`config.mk`:
```
export PLATFORM = sky130hd
export DESIGN_NAME = trajectory_engine
export DESIGN_NICKNAME = d
export VERILOG_FILES = /design/src/rtl/trajectory_engine.sv
export SDC_FILE = /design/constraint.sdc
export NUM_CORES = 1
export LEC_CHECK = 0
export ABC_AREA = 1
export CAP_MARGIN = 0
export CORE_ASPECT_RATIO = 1.5
export CORE_MARGIN = 3
export CORE_UTILIZATION = 56
export CTS_BUF_LIST = sky130_fd_sc_hd__clkbuf_16
export DETAILED_ROUTE_END_ITERATION = 12
export GPL_TIMING_DRIVEN = 0
export MAX_ROUTING_LAYER = met4
export PLACE_DENSITY = 0.84
export SETUP_SLACK_MARGIN = 0.02
export SLEW_MARGIN = 20
export SYNTH_ARGS = -nofsm -noshare
export SYNTH_HDL_FRONTEND = slang
export SYNTH_SLANG_ARGS = --single-unit
```
`constraint.sdc`:
```
create_clock -name clk -period 8.9 [get_ports clk]
set_clock_uncertainty 0.2 [all_clocks]
set_input_delay 1.78 -clock clk [delete_from_list [all_inputs] [get_ports clk]]
set_output_delay 1.78 -clock clk [all_outputs]
set_load 0.01 [all_outputs]
```
`src/rtl/trajectory_engine.sv`:
```
`default_nettype none
// ============================================================================
// Module   : trajectory_engine
// Purpose  : Queues cannon shots in a small FIFO and flies each one as a
//            ballistic trajectory, one step per clock, reporting hit/miss
//            against a live target position.
// Ports    : clk, reset (sync, active-high), ena (global hold)
//            shoot, x_pos, rise_in, run_in, direction_in -> shot request
//            wind_in (signed x drift per step, WIND_EN=1 only)
//            target_x, target_y -> live target, sampled every step
//            result_valid, hit -> shot outcome
//            positionx, positiony -> current projectile position
//            busy, queue_full, shot_dropped -> status
// Revision : 1.0  initial release
// ============================================================================
module trajectory_engine #(
  parameter int GRID_W    = 5,
  parameter int DEPTH     = 2,
  parameter int TOL       = 1,
  parameter int MAX_STEPS = 31,
  parameter int WIND_EN   = 0
) (
  input  logic              clk,
  input  logic              reset,
  input  logic              ena,
  input  logic              shoot,
  input  logic [GRID_W-1:0] x_pos,
  input  logic [GRID_W-1:0] rise_in,
  input  logic [GRID_W-1:0] run_in,
  input  logic              direction_in,
  input  logic [1:0]        wind_in,
  input  logic [GRID_W-1:0] target_x,
  input  logic [GRID_W-1:0] target_y,
  output logic              result_valid,
  output logic              hit,
  output logic [GRID_W-1:0] positionx,
  output logic [GRID_W-1:0] positiony,
  output logic              busy,
  output logic              queue_full,
  output logic              shot_dropped
);

  localparam int SW  = GRID_W + 2;                    // signed internal width
  localparam int EW  = 3 * GRID_W + 1;                // FIFO entry width
  localparam int PW  = (DEPTH > 1) ? $clog2(DEPTH) : 1;
  localparam int CW  = $clog2(DEPTH + 1);
  localparam int STW = $clog2(MAX_STEPS + 1);

  localparam logic signed [SW-1:0] c_XMAX = SW'((1 << GRID_W) - 1);
  localparam logic signed [SW-1:0] c_TOL  = SW'(TOL);

  typedef enum logic [1:0] {S_IDLE, S_LOAD, S_STEP, S_DONE} state_t;

  state_t                  r_state;
  logic [EW-1:0]           r_mem [DEPTH];
  logic [PW-1:0]           r_wr, r_rd;
  logic [CW-1:0]           r_count;
  logic [GRID_W-1:0]       r_run;
  logic                    r_dir;
  logic signed [SW-1:0]    r_px, r_py, r_vy;
  logic [STW-1:0]          r_steps;
  logic                    r_result_valid, r_hit, r_shot_dropped;
  logic [GRID_W-1:0]       r_posx, r_posy;

  function automatic logic [PW-1:0] f_next(input logic [PW-1:0] p);
    return (p == PW'(DEPTH - 1)) ? '0 : p + PW'(1);
  endfunction

  // ---------------- FIFO control ----------------
  logic w_full, w_pop, w_push, w_drop;
  assign w_full = (r_count == CW'(DEPTH));
  assign w_pop  = ena && (r_state == S_LOAD);
  // A pop on the same edge frees a slot, so a shoot into a full queue is
  // still accepted then.
  assign w_push = !reset && ena && shoot && (!w_full || w_pop);
  assign w_drop = ena && shoot && w_full && !w_pop;

  logic [EW-1:0]     w_head;
  logic [GRID_W-1:0] w_hx, w_hrise, w_hrun;
  logic              w_hdir;
  assign w_head  = r_mem[r_rd];
  assign w_hx    = w_head[2*GRID_W+1 +: GRID_W];
  assign w_hrise = w_head[GRID_W+1 +: GRID_W];
  assign w_hrun  = w_head[1 +: GRID_W];
  assign w_hdir  = w_head[0];

  always_ff @(posedge clk) begin
    if (w_push) r_mem[r_wr] <= {x_pos, rise_in, run_in, direction_in};
  end

  // ---------------- one trajectory step ----------------
  logic signed [SW-1:0] w_runx, w_wind, w_px_n, w_py_n, w_ty, w_dx, w_adx;
  logic [STW-1:0]       w_steps_n;
  logic                 w_out, w_land, w_maxed, w_end, w_hit_n;

  assign w_runx    = $signed({2'b00, r_run});
  assign w_wind    = (WIND_EN != 0) ? $signed({{GRID_W{wind_in[1]}}, wind_in}) : '0;
  assign w_px_n    = r_dir ? (r_px + w_runx + w_wind) : (r_px - w_runx + w_wind);
  assign w_py_n    = r_py + r_vy;
  assign w_steps_n = r_steps + STW'(1);
  assign w_ty      = $signed({2'b00, target_y});
  // Once the x-range test passes, px' lies in 0..2^GRID_W-1, so the
  // difference to the target fits in SW bits.
  assign w_dx      = w_px_n - $signed({2'b00, target_x});
  assign w_adx     = w_dx[SW-1] ? -w_dx : w_dx;

  assign w_out     = w_px_n[SW-1] || (w_px_n > c_XMAX);
  assign w_land    = r_vy[SW-1] && (w_py_n <= w_ty);      // descending only
  assign w_maxed   = (w_steps_n == STW'(MAX_STEPS));
  assign w_end     = w_out || w_land || w_maxed;
  assign w_hit_n   = !w_out && w_land && (w_adx <= c_TOL);

  // ---------------- FSM + queue pointers ----------------
  always_ff @(posedge clk) begin
    if (reset) begin
      r_state        <= S_IDLE;
      r_wr           <= '0;
      r_rd           <= '0;
      r_count        <= '0;
      r_run          <= '0;
      r_dir          <= 1'b0;
      r_px           <= '0;
      r_py           <= '0;
      r_vy           <= '0;
      r_steps        <= '0;
      r_result_valid <= 1'b0;
      r_hit          <= 1'b0;
      r_shot_dropped <= 1'b0;
      r_posx         <= '0;
      r_posy         <= '0;
    end else if (ena) begin
      r_shot_dropped <= w_drop;
      if (w_push) r_wr <= f_next(r_wr);
      if (w_pop)  r_rd <= f_next(r_rd);
      r_count <= r_count + CW'(w_push) - CW'(w_pop);

      case (r_state)
        S_IDLE: begin
          r_result_valid <= 1'b0;
          if (r_count != '0) r_state <= S_LOAD;
        end
        S_LOAD: begin
          r_px    <= $signed({2'b00, w_hx});
          r_py    <= '0;
          r_vy    <= $signed({2'b00, w_hrise});
          r_run   <= w_hrun;
          r_dir   <= w_hdir;
          r_steps <= '0;
          r_posx  <= w_hx;
          r_posy  <= '0;
          r_state <= S_STEP;
        end
        S_STEP: begin
          r_px    <= w_px_n;
          r_py    <= w_py_n;
          r_vy    <= r_vy - SW'(1);
          r_steps <= w_steps_n;
          r_posx  <= w_px_n[GRID_W-1:0];
          r_posy  <= w_py_n[GRID_W-1:0];
          if (w_end) begin
            r_hit          <= w_hit_n;
            r_result_valid <= 1'b1;
            r_state        <= S_DONE;
          end
        end
        default: begin  // S_DONE
          r_result_valid <= 1'b0;
          r_state        <= S_IDLE;
        end
      endcase
    end
  end

  // Pulses are masked while held so they never stretch across a freeze.
  assign result_valid = r_result_valid & ena;
  assign shot_dropped = r_shot_dropped & ena;
  assign hit          = r_hit;
  assign positionx    = r_posx;
  assign positiony    = r_posy;
  assign busy         = (r_state != S_IDLE);
  assign queue_full   = w_full;

endmodule
`default_nettype wire

```
==> impl_metrics.yaml, run 1 <==
worst_setup_path:
  reg2reg_to: "hit$_SDFFE_PP0P_"
  worstPathRequired_ns: 6.92
  reg2reg_from: "r_run[0]$_SDFFE_PP0P_"
  worstPathMaxFanout: 10
  crit_end: "shot_dropped"
  crit_type: "in -> out"
  critPathCaptureType: "output pin"
  r2r_cells: 21
  startpoint: "ena"
  r2r_slack_ns: 5.13
  crit_arrival_ns: 3.11
  start_kind: "input pin"
pwr:
  vdd_drop_max_uv: 172
  power.density_mw_per_mm2: 237
  seqPwrFrac_pct: 31.9
  clkPwrFrac_pct: 30.0
  comb_power_share_pct: 38.1
  p_leak_uw: 0.00238
  power_switching_uw: 450
  p_sw_share_pct: 35.9
  internal_power_uw: 802
floorplanning:
  die-width_um: 78.5
  core-area_mm2: 0.00766
  num_rows: 39
  die_area_mm2: 0.00900
  die_y_um: 115
  initial_core_util_pct: 57.6
  ioPinCount: 47
layout:
  final_cell_count_no_fill: 707
  layout_common_cells: "125 x nand2_1, 73 x inv_1, 43 x a21oi_1, 43 x clkdlybuf4s50_1, 42 x dfxtp_1"
  final_area_mm2: 0.00529
  nets: 666
  diodes: 0
  syn2layout_area_growth_pct: 19.8
  layout.cells.most_common: "nand2_1"
  drive_above_1_share_pct: 10.7
placed_design:
  placed_cell_area_mm2: 0.00497
  portBuffers: 43
  place_congestion: 0.896
  dp_hpwl_um: 7570
  dp.cells: 691
routing:
  num_vias: 3777
  wl_per_cell_um: 13.8
  dr.pass1.iters: 4
  viasPerCell: 5.34
  wl_um: 9730
  drt_iter0_drc: 173
  ant_nets: 0
  drc_errors: 0
cts:
  ctsHoldBuffers: 0
  post_cts_buffers: 0
  max-clock-path-buffers: 2
  cts_resized: 0
  cts.htree.levels: 3
  clkSinkCount: 74
  cts_root_buffer: "clkbuf_16"
  clk_pin_slew_ns: 0.06
  cts_made_buffers: 9
  cts_tree: "built"
  clk_latency_ns: 0.34
synth:
  synth-seq-cells: 74
  seq_area_frac_synth_pct: 40.9
  netlist_area_mm2: 0.00441
  synthCells: 546
  syn_nets: 612
  postSynthAreaPerCell_um2: 8.08
  yosys.cell_types.count: 40
  synth_warnings: 0
min_path:
  min_path_type: "reg -> reg"
timing:
  slew_viol_final: 0
  max_slew_margin_pct: 44.9
  rsz0062_at_grt: "no"
  post-route-period-util_pct: 57.2
  fin_crit_ns: 5.09
  finalHoldViolCount: 0
  final.setup.tns_ns: 0
  clock.fmax_mhz: 196
  setup_violations: 0
  tightest_slew_ns: 0.825
global_route:
  grt_pass1_vias: 3820
  grt_remaining_overflow: 0
  grt_pass1_wl_um: 16400
  grt_max_degree: 18
  antenna_found_initial: 0
  grt_use_total_pct: 24.0
job:
  maxCapViolCount: 0
run_status:
  outcome: "completed"
## layout make-up
class	count	area, um2
timing repair buffer	43	430
fill	635	2380
inverter	76	285
buffer	21	128
tap	102	128
clock inverter	7	86.3
multi-input combinational	375	2200
clock buffer	9	225
sequential	74	1800
## synthesized netlist by cell type (all sizes together)
cell	instances	share of area (%)
nand2	140	13
inv	75	6.4
a21oi	45	5.3
dfxtp	42	19
nor2	41	3.9
nand3	35	5.1
edfxtp	32	22
ha	31	8.8
o21ai	18	2.0
buf	14	2.3
xnor2	11	2.2
nand4	10	1.4
clkbuf	7	0.60
o211ai	7	1.2
xor2	7	1.4
a31oi	5	0.71
nor3	5	0.57
or2	4	0.57
fa	3	1.4
o221ai	3	0.60
mux2i	2	0.45
nand3b	2	0.34
nor4	2	0.28
a21o	1	0.17
a2bb2oi	1	0.20
a41oi	1	0.20
clkinv	1	0.085
o31ai	1	0.17
## worst min-delay path by stage
stage	start	to	depth (start not counted)
2_1_floorplan	r_result_valid$_SDFFE_PP0P_	r_result_valid$_SDFFE_PP0P_	2
3_3_place_gp	r_result_valid$_SDFFE_PP0P_	r_result_valid$_SDFFE_PP0P_	2
3_5_place_dp	r_result_valid$_SDFFE_PP0P_	r_result_valid$_SDFFE_PP0P_	2
4_1_cts	r_result_valid$_SDFFE_PP0P_	r_result_valid$_SDFFE_PP0P_	2
5_1_grt	r_result_valid$_SDFFE_PP0P_	r_result_valid$_SDFFE_PP0P_	2
6_report	r_result_valid$_SDFFE_PP0P_	r_result_valid$_SDFFE_PP0P_	2
## state kept, by name, indices dropped and copies added, names as in the netlist, named ones only
signal,flops
r_wr,1
r_vy,7
r_run,5
r_py,7
r_rd,1
r_count,2
hit,1
r_result_valid,1
r_steps,5
r_mem,32
r_px,7
r_dir,1
r_shot_dropped,1
r_state,2
## logic make-up after synthesis
logic type / share of synthesized area [%]
simple gates: 25.0
compound gates: 10.6
fa+ha+maj: 10.2
buf+inv: 9.36
xor+xnor: 3.57
flops: 40.9
mux: 0.454
## worst max-delay path: stages
cell,delay (ns)
clkdlybuf4s50_1,0.53
buf_6,0.16
nand2_1,0.06
inv_1,0.05
clkdlybuf4s50_1,0.52
## metrics by stage
step,setup WS (ns),total power [uW],hold WS [ns],util (%)
global route,3.74,1340,0.300,69.0
global placement,3.82,857,0.248,64.9
floorplan,4.92,766,0.239,-
detailed placement,3.81,878,0.261,64.9
finish,3.81,1250,0.267,69.0
CTS,3.81,1250,0.270,69.0
## power by group through the flow
stage	Combinational [uW]	Sequential, uW	Clock [uW]
floorplan	367	399	0
global placement	453	403	0
detailed placement	473	405	0
CTS	478	398	379
global route	543	401	396
finish	477	399	376
## metal layers
| metal | up-vias | track usage [%] | routed length, um |
|---|---|---|---|
| li1 | 1909 | - | - |
| met1 | 1749 | 22.2 | 3710 |
| met2 | 88 | 45.4 | 5300 |
| met3 | 31 | 5.20 | 385 |
| met4 | 0 | 12.6 | 336 |
| met5 | - | - | 0 |
No activity file was read; power rests on OpenSTA's default activity.
==> inputs of run 2 (changes only) <==
==> constraint.sdc (replaced) <==
create_clock -name clk -period 5.1 [get_ports clk]
set_clock_uncertainty 0.2 [all_clocks]
set_input_delay 1.02 -clock clk [delete_from_list [all_inputs] [get_ports clk]]
set_output_delay 1.02 -clock clk [all_outputs]
set_load 0.01 [all_outputs]
==> results of run 2 <==
Same layout as run 1 (identical final DEF). Status: completed.
Among the figures that moved: setup slack after placement 3.81 ns -> 1.47 ns; setup slack after layout 3.81 ns -> 1.33 ns; start point of the critical path ena -> r_run[0]$_SDFFE_PP0P_; end point of the critical path shot_dropped -> hit$_SDFFE_PP0P_; register-to-register setup slack 5.13 ns -> 1.33 ns; total power 1250 uW -> 2180 uW; worst IR drop on VDD 172 uV -> 301 uV
==> inputs of run 3 (changes only) <==
--- a/config.mk
+++ b/config.mk
@@ -9,12 +9,12 @@
 export CAP_MARGIN = 0
 export CORE_ASPECT_RATIO = 1.5
 export CORE_MARGIN = 3
-export CORE_UTILIZATION = 56
+export CORE_UTILIZATION = 52
 export CTS_BUF_LIST = sky130_fd_sc_hd__clkbuf_16
 export DETAILED_ROUTE_END_ITERATION = 12
 export GPL_TIMING_DRIVEN = 0
 export MAX_ROUTING_LAYER = met4
-export PLACE_DENSITY = 0.84
+export PLACE_DENSITY = 0.82
 export SETUP_SLACK_MARGIN = 0.02
 export SLEW_MARGIN = 20
 export SYNTH_ARGS = -nofsm -noshare
==> constraint.sdc (replaced) <==
create_clock -name clk -period 3.1 [get_ports clk]
set_clock_uncertainty 0.2 [all_clocks]
set_input_delay 0.62 -clock clk [delete_from_list [all_inputs] [get_ports clk]]
set_output_delay 0.62 -clock clk [all_outputs]
set_load 0.01 [all_outputs]
==> run 3 against run 2 <==
  * The flow now finishes with violations (negative setup slack)
  * Sequential power rose by 65%
  * First-iteration DRC count increased by 37%
  * Clock-buffer cell count unchanged
  * Fmax increased by 16%
  * Final cell count is 3.0% higher
  * Critical path type unchanged
==> impl_metrics.yaml, run 3 (synthesis gave the netlist of run 1 again) <==
placed_design:
  portBuffers: 43
  pre_cts_ws_ns: -0.370
  dp_hpwl_um: 7370
  dp.cells: 694
  place_congestion: 0.857
timing:
  max_slew_margin_pct: 45.3
  fin_ws_ns: -0.139
  final.setup.tns_ns: -0.139
  clock.fmax_mhz: 309
  hold_ws_ns: 0.263
  fin_crit_ns: 3.24
  rsz0062_at_grt: "yes"
  setup_violations: 1
  tightest_slew_ns: 0.819
  post-route-period-util_pct: 104
  slew_viol_final: 0
  finalHoldViolCount: 0
worst_setup_path:
  crit_buf_inv: 3
  worstPathMaxFanout: 6
  critPathMostFrequentCell: "nand2_1"
  reg2reg_from: "r_run[1]$_SDFFE_PP0P_"
  start_kind: "flip-flop"
  worstPathRequired_ns: 3.16
  crit_path_cell_trace: "inv_4, ha_4, nand2_4, o21ai_4, fa_2, buf_6, xor2_4, ha_4, or2_1, nand2_2, inv_2, nor2_4, nor2_1, a21oi_2, nand2_1, nor2_2, nand2_1, nand2_1, nand2_2, a21oi_2"
  worst_path_max_delay_cell: "fa_2"
  critPathCaptureType: "flip-flop"
  crit_type: "reg -> reg"
  cp_slowest_stage_delay_ns: 0.44
  crit_arrival_ns: 3.30
  cp_top_family: "adder cells"
  startpoint: "r_run[1]$_SDFFE_PP0P_"
layout:
  syn2layout_area_growth_pct: 27.9
  nets: 684
  drive_above_1_share_pct: 20.2
  largest_register_ffs: 32
  layout.cells.most_common: "nand2_1"
  multi_input_area_mm2: 0.00242
  diodes: 0
  final_cell_count_no_fill: 728
  fill_cells: 645
  regMostFlops: "r_mem"
  regArea_mm2: 0.00181
  layout_common_cells: "117 x nand2_1, 68 x inv_1, 43 x clkdlybuf4s50_1"
floorplanning:
  core-area_mm2: 0.00811
  ioPinCount: 47
  num_rows: 40
  initial_core_util_pct: 54.4
  die-width_um: 81.2
  die_y_um: 119
  die_area_mm2: 0.00965
min_path:
  min_path_type: "reg -> reg"
  hold_start: "r_result_valid$_SDFFE_PP0P_"
routing:
  routed-wl-met3_um: 553
  top_layer_used: "met4"
  drt_iter0_drc: 237
  wl_um: 10400
  drc_errors: 0
  met2_length_um: 5470
  wl_per_cell_um: 14.3
  ant_nets: 0
  dr.pass1.iters: 5
  num_vias: 3891
  m1WireLength_um: 4030
  viasPerCell: 5.34
cts:
  ctsHoldBuffers: 0
  clkSinkCount: 74
  cts_tree: "built"
  clk_latency_ns: 0.33
  cts_root_buffer: "clkbuf_16"
  cts_made_buffers: 9
  max-clock-path-buffers: 2
  clk_pin_slew_ns: 0.06
  cts.htree.levels: 3
global_route:
  grt_use_total_pct: 23.7
  grt_remaining_overflow: 0
  grt_pass1_wl_um: 17300
  antenna_found_initial: 0
  grt_pass1_vias: 3878
  grt_max_degree: 18
pwr:
  vdd_drop_max_uv: 518
  p_leak_uw: 0.00250
  p_total_uw: 3910
  power.density_mw_per_mm2: 693
run_status:
  outcome: "finished with violations"
  violations: "negative setup slack"
job:
  maxCapViolCount: 0
==> run 3: cell count changes in the layout (fill, tap and decap cells not counted), moves of 5 or more <==
cell / delta
buf_4: +17
nand2_1: -8
a21oi_1: -6
nand2_2: +7
ha_1: -5
ha_4: +5
a21oi_2: +6
inv_2: +5
inv_1: -5
==> run 3: layout make-up <==
type / instances / share of cell area, %
Buffer: 21 / 2.26
Inverter: 76 / 5.19
Timing Repair Buffer: 61 / 10.1
Sequential cell: 74 / 32.2
Multi-Input combinational cell: 375 / 43.0
Tap cell: 105 / 2.33
Clock inverter: 7 / 1.02
Clock buffer: 9 / 3.99
==> run 3: where the power goes <==
group | switching (uW) | total [uW] | internal, uW
registers | 71.5 | 1150 | 1080
clock network | 378 | 987 | 609
logic | 1020 | 1770 | 749
==> run 3: worst paths after layout <==
check | endpoint | slack [ns] | depth (start not counted)
worst max-delay path | hit$_SDFFE_PP0P_ | -0.14 | 20
worst min-delay path | r_result_valid$_SDFFE_PP0P_ | 0.26 | 2
worst max register to register | hit$_SDFFE_PP0P_ | -0.14 | 20
worst min register to register | r_result_valid$_SDFFE_PP0P_ | 0.26 | 2
==> run 3: routing by layer <==
metal,global-route usage [%],vias up
li1,-,1948
met1,25.3,1792
met2,40.6,126
met3,4.80,25
met4,11.8,0
met5,-,-
==> run 3: repair_timing <==
action,in CTS,in global routing
gates resized for setup,37,20
pin swaps,30,16
buffers inserted,15,3
endpoints found under the setup margin,1,4
==> run 3: per-stage QoR <==
step                      area (um2)  util (%)
after floorplan                 4420         -
after global placement          4980      61.5
after detailed placement        4990      61.5
after CTS                       5550      68.4
after global routing            5640      69.6
final                           5640      69.6
==> run 3: worst reg2reg max path, delay by kind of cell (launching register included) <==
family                   cells  cell delay, ns
AND/OR/NAND/NOR             10            0.92
buffers and inverters        3            0.26
XOR/XNOR                     1            0.19
AO/OA/AOI/OAI                3            0.30
flip-flops                   1            0.38
adder cells (fa/ha/maj)      3            0.93
